[config.mk]
export PLATFORM = sky130hd
export DESIGN_NAME = serial_subtractor
export DESIGN_NICKNAME = d
export VERILOG_FILES = /design/src/rtl/serial_subtractor.sv
export SDC_FILE = /design/constraint.sdc
export NUM_CORES = 1
export LEC_CHECK = 0
export ABC_AREA = 0
export CAP_MARGIN = 10
export CORE_MARGIN = 2
export CORE_UTILIZATION = 51
export DETAILED_ROUTE_END_ITERATION = 12
export PLACE_DENSITY = 0.89
export SLEW_MARGIN = 25
export SYNTH_ARGS = -nofsm -noshare
export SYNTH_HDL_FRONTEND = slang
export SYNTH_SLANG_ARGS = --single-unit
[constraint.sdc]
create_clock -name clk -period 1.4 [get_ports clk]
set_input_delay 0.42 -clock clk [delete_from_list [all_inputs] [get_ports clk]]
set_output_delay 0.42 -clock clk [all_outputs]
set_load 0.05 [all_outputs]
[src/rtl/serial_subtractor.sv]
// Bit-serial two's-complement subtractor (diff = a - b - bin), LSB first, valid/ready on both sides.
// Define SERIAL_SUB_OVF_EN to add the registered signed-overflow output ovf.
module serial_subtractor #(
  parameter int WIDTH = 8
) (
  input  logic             clk,
  input  logic             reset,
  input  logic             in_valid,
  output logic             in_ready,
  input  logic [WIDTH-1:0] a,
  input  logic [WIDTH-1:0] b,
  input  logic             bin,
  output logic             out_valid,
  input  logic             out_ready,
  output logic [WIDTH-1:0] diff,
  output logic             bout,
  output logic             zero,
  output logic             busy
`ifdef SERIAL_SUB_OVF_EN
  ,
  output logic             ovf
`endif
);

  localparam int CW = (WIDTH > 1) ? $clog2(WIDTH) : 1;
  localparam logic [CW-1:0] LAST = CW'(WIDTH - 1);

  typedef enum logic [1:0] {IDLE, SHIFT, DONE} state_t;

  state_t           state, nxt;
  logic [WIDTH-1:0] ra, rb, acc, res_nxt;
  logic [CW-1:0]    cnt;
  logic             br, d_bit, br_nxt;

  always_ff @(posedge clk) begin
    if (reset) state <= IDLE;
    else       state <= nxt;
  end

  always_comb begin
    nxt       = state;
    in_ready  = 1'b0;
    out_valid = 1'b0;
    busy      = 1'b0;
    case (state)
      IDLE: begin
        in_ready = 1'b1;
        if (in_valid) nxt = SHIFT;
      end
      SHIFT: begin
        busy = 1'b1;
        if (cnt == LAST) nxt = DONE;
      end
      DONE: begin
        out_valid = 1'b1;
        if (out_ready) nxt = IDLE;
      end
      default: nxt = IDLE;
    endcase
  end

  // Current bit always sits at position 0 of the operand registers.
  always_comb begin
    d_bit   = ra[0] ^ rb[0] ^ br;
    br_nxt  = (~ra[0] & rb[0]) | (~(ra[0] ^ rb[0]) & br);
    res_nxt = {d_bit, acc[WIDTH-1:1]};
  end

  always_ff @(posedge clk) begin
    if (reset) begin
      ra   <= '0;
      rb   <= '0;
      acc  <= '0;
      br   <= 1'b0;
      cnt  <= '0;
      diff <= '0;
      bout <= 1'b0;
      zero <= 1'b0;
`ifdef SERIAL_SUB_OVF_EN
      ovf  <= 1'b0;
`endif
    end else begin
      case (state)
        IDLE: begin
          if (in_valid) begin
            ra  <= a;
            rb  <= b;
            br  <= bin;
            cnt <= '0;
          end
        end
        SHIFT: begin
          ra  <= ra >> 1;
          rb  <= rb >> 1;
          acc <= res_nxt;
          br  <= br_nxt;
          cnt <= cnt + CW'(1);
          if (cnt == LAST) begin
            diff <= res_nxt;
            bout <= br_nxt;
            zero <= (res_nxt == '0);
`ifdef SERIAL_SUB_OVF_EN
            // On the last step ra[0]/rb[0] are the original operand MSBs.
            ovf  <= (ra[0] ^ rb[0]) & (ra[0] ^ d_bit);
`endif
          end
        end
        default: ;
      endcase
    end
  end

endmodule

==> results.ini <==
[setup_path]
worstSetupEndpointType = output pin
worstPathMaxFanout = 4
crit_chain = buf_12 > nor2_4 > buf_6
r2r_cells = 5
regToRegStartpoint = state[1]
required_ps = 980
worst-r2r-setup-slack_ps = 30
slowest_stage = dfxtp_4
crit_start = state[1]
worstSetupPathType = register to output pin
start_kind = register
critPathArrivalTime_ps = 1090
max_stage_delay_ps = 380
cp.buffers_inverters = 2
crit_family = flip-flops
timing.rr.end = rb[6]

[logic_synthesis]
async_reset_ff_share_pct = 0
synth_nets = 247
synth_top_flop_cell = dfxtp_1
syn_inst = 223
mappedNetlistArea_um2 = 1820
syn_area_per_cell_um2 = 8.17
ys_types = 30
synth_edf_count = 0
ys_seq_elements = 39
yosysSeqAreaShare_pct = 42.8
yosysWarnings = 0

[die]
row_count = 21
floorplan.initialDensity_pct = 53.8
core_region_area_um2 = 3390
dieHeight_um = 63.8
die_w_um = 63.8
pin_count = 34
fp.dieArea_um2 = 4070

[cts]
numCtsBuffers = 5
cts_tree = yes
clock_latency_ps = 340
cts_buffer_depth = 2
cts.reportedPaths.clkPinSlew_ps = 100
clock_sinks = 39
cts-root-buf = clkbuf_4
cts_max_level = 2

[finish]
antenna_cells = 0
layout.area.seq_um2 = 791
final_nets = 290
post_route_cells_drive_above_1_share_pct = 27.4
multi_input_area_um2 = 952
syn2layout_area_growth_pct = 40.6
filler_cell_count = 206
final_util_pct = 75.6

[global_route]
grt_pass1_vias = 1574
grt_start_max_net_pins = 18
grt_first_pass_wirelength_um = 7360
grt_util_all_layers_pct = 22.9
antenna_found_initial = 0
grt-ovfl-total = 0

[sta]
period_needed_ps = 1510
min_period_over_period_pct = 108
fmax_ghz = 0.663
finalMaxSlewViolations = 0
hold_viol_final = 0
finalSetupViolCount = 3
setup_tns_ps = -266
fin_worst_skew_ps = 16.7
rsz0062_at_grt = yes
worst_slew_pin_slew_ps = 343
slew-limit-headroom_pct = 77.1
setup_slack_ps = -107

[outcome]
status = complete, but fails checks
violations = setup timing

[drt]
drt-initial-drc-count = 188
dr.pass1.iters = 4
ant_nets = 0
finalWirelength_um = 4600
vias_per_cell = 5.54
wl_per_cell_um = 14.7
via_count = 1728
route.detailed.drc = 0

[power]
leakage_nw = 1.01
total_power_mw = 2.24
power_density_nw_per_um2 = 873
ir_drop_uv = 523

[worst_hold_path]
hold_path_depth = 2
holdPathEnd = ra[7]
hold_path.class = register to register
worstHoldStart = ra[7]

[placed_design]
preCtsSetupSlack_ps = -331
gp_congestion = 0.760
hpwl_um = 2780
numPortBuffers = 33

[job]
cap_violations = 0

## how the worst max path moves through the flow
stage / endpoint / slack [ps] / cells past startpoint
floorplan: in_ready / -170 / 4
global placement: ra[6] / -270 / 4
detailed placement: ra[6] / -330 / 4
CTS: in_ready / -100 / 3
global route: in_ready / -160 / 3
finish: in_ready / -110 / 3
## sequential cells by signal, summed over array words and instances, names as in the netlist
register and flops:
bout 1, zero 1, diff 8, state 2, acc 7, br 1
ra 8, cnt 3, rb 8
## Yosys cell counts (2+ instances only)
| library cell | count | area (um2) |
|---|---|---|
| a21oi_1 | 43 | 215 |
| dfxtp_1 | 39 | 781 |
| nand2_1 | 33 | 124 |
| nor2_1 | 30 | 113 |
| inv_1 | 13 | 48.8 |
| o221a_2 | 11 | 124 |
| nor2b_1 | 8 | 50.1 |
| buf_2 | 7 | 35.0 |
| o22ai_1 | 6 | 37.5 |
| buf_4 | 4 | 30.0 |
| a2111oi_2 | 3 | 45.0 |
| clkbuf_1 | 3 | 11.3 |
| a22oi_1 | 2 | 15.0 |
| buf_6 | 2 | 22.5 |
| ha_1 | 2 | 25.0 |
| nand2b_1 | 2 | 12.5 |
| nor4_1 | 2 | 12.5 |
## power breakdown
part,total (mW),internal (mW),switching [mW]
Combinational,0.437,0.223,0.214
Clock,0.582,0.233,0.349
Sequential,1.22,1.17,0.0543
Total,2.24,1.62,0.616
## area by class of cell
type                            instances  area share, %
Inverter                               14           2.24
Timing Repair Buffer                   52           25.3
Tap cell                               46           2.24
Clock inverter                          1          0.195
Clock buffer                            6           2.00
Sequential cell                        39           30.8
Multi-Input combinational cell        154           37.1
## cell usage in the layout, fill, tap and decap left out, drive strengths merged, types with 8 or more instances in the layout
cell | netlist | layout
dfxtp | 39 | 39
clkdlybuf4s50 | 0 | 19
nor2 | 30 | 30
a21oi | 43 | 43
nand2 | 33 | 33
nor2b | 8 | 8
buf | 14 | 31
inv | 14 | 14
o221a | 11 | 11
## through the flow
step / area (um2) / std cells / hold slack (ps)
global placement: 2340 / 298 / 465
finish: 2560 / 312 / 493
floorplan: 1830 / 223 / 445
global route: 2560 / 312 / 513
CTS: 2510 / 312 / 490
detailed placement: 2340 / 298 / 475
## tightest hold or removal path, delay by kind of cell (launching register included)
kind,cells,cell delay (ps)
AOI/OAI and AO/OA,1,60
and+or+nand+nor,1,60
DFF,1,340
## cells by family after synthesis
logic type	share of synthesized area, %
compound gates	25.6
simple gates	20.0
fa+ha+maj	2.47
flops	42.8
buf+inv	8.51
mux	0.549
## routing by layer
| layer | GRT usage (%) | up-vias | wire (um) |
|---|---|---|---|
| met5 | 0 | - | 0 |
| met4 | 8.70 | 0 | 89 |
| met3 | 4.93 | 8 | 266 |
| met2 | 37.6 | 67 | 2310 |
| met1 | 29.2 | 804 | 1940 |
| li1 | - | 849 | - |
## repair_timing
action,4_1_cts,5_1_grt
hold buffers,0,0
pin swaps,1,2
setup buffers,6,0
endpoints found under the hold margin,0,0
cloned,1,1
endpoints found under the setup margin,4,22
gates resized for setup,13,13
No activity file was read; power rests on OpenSTA's default activity.
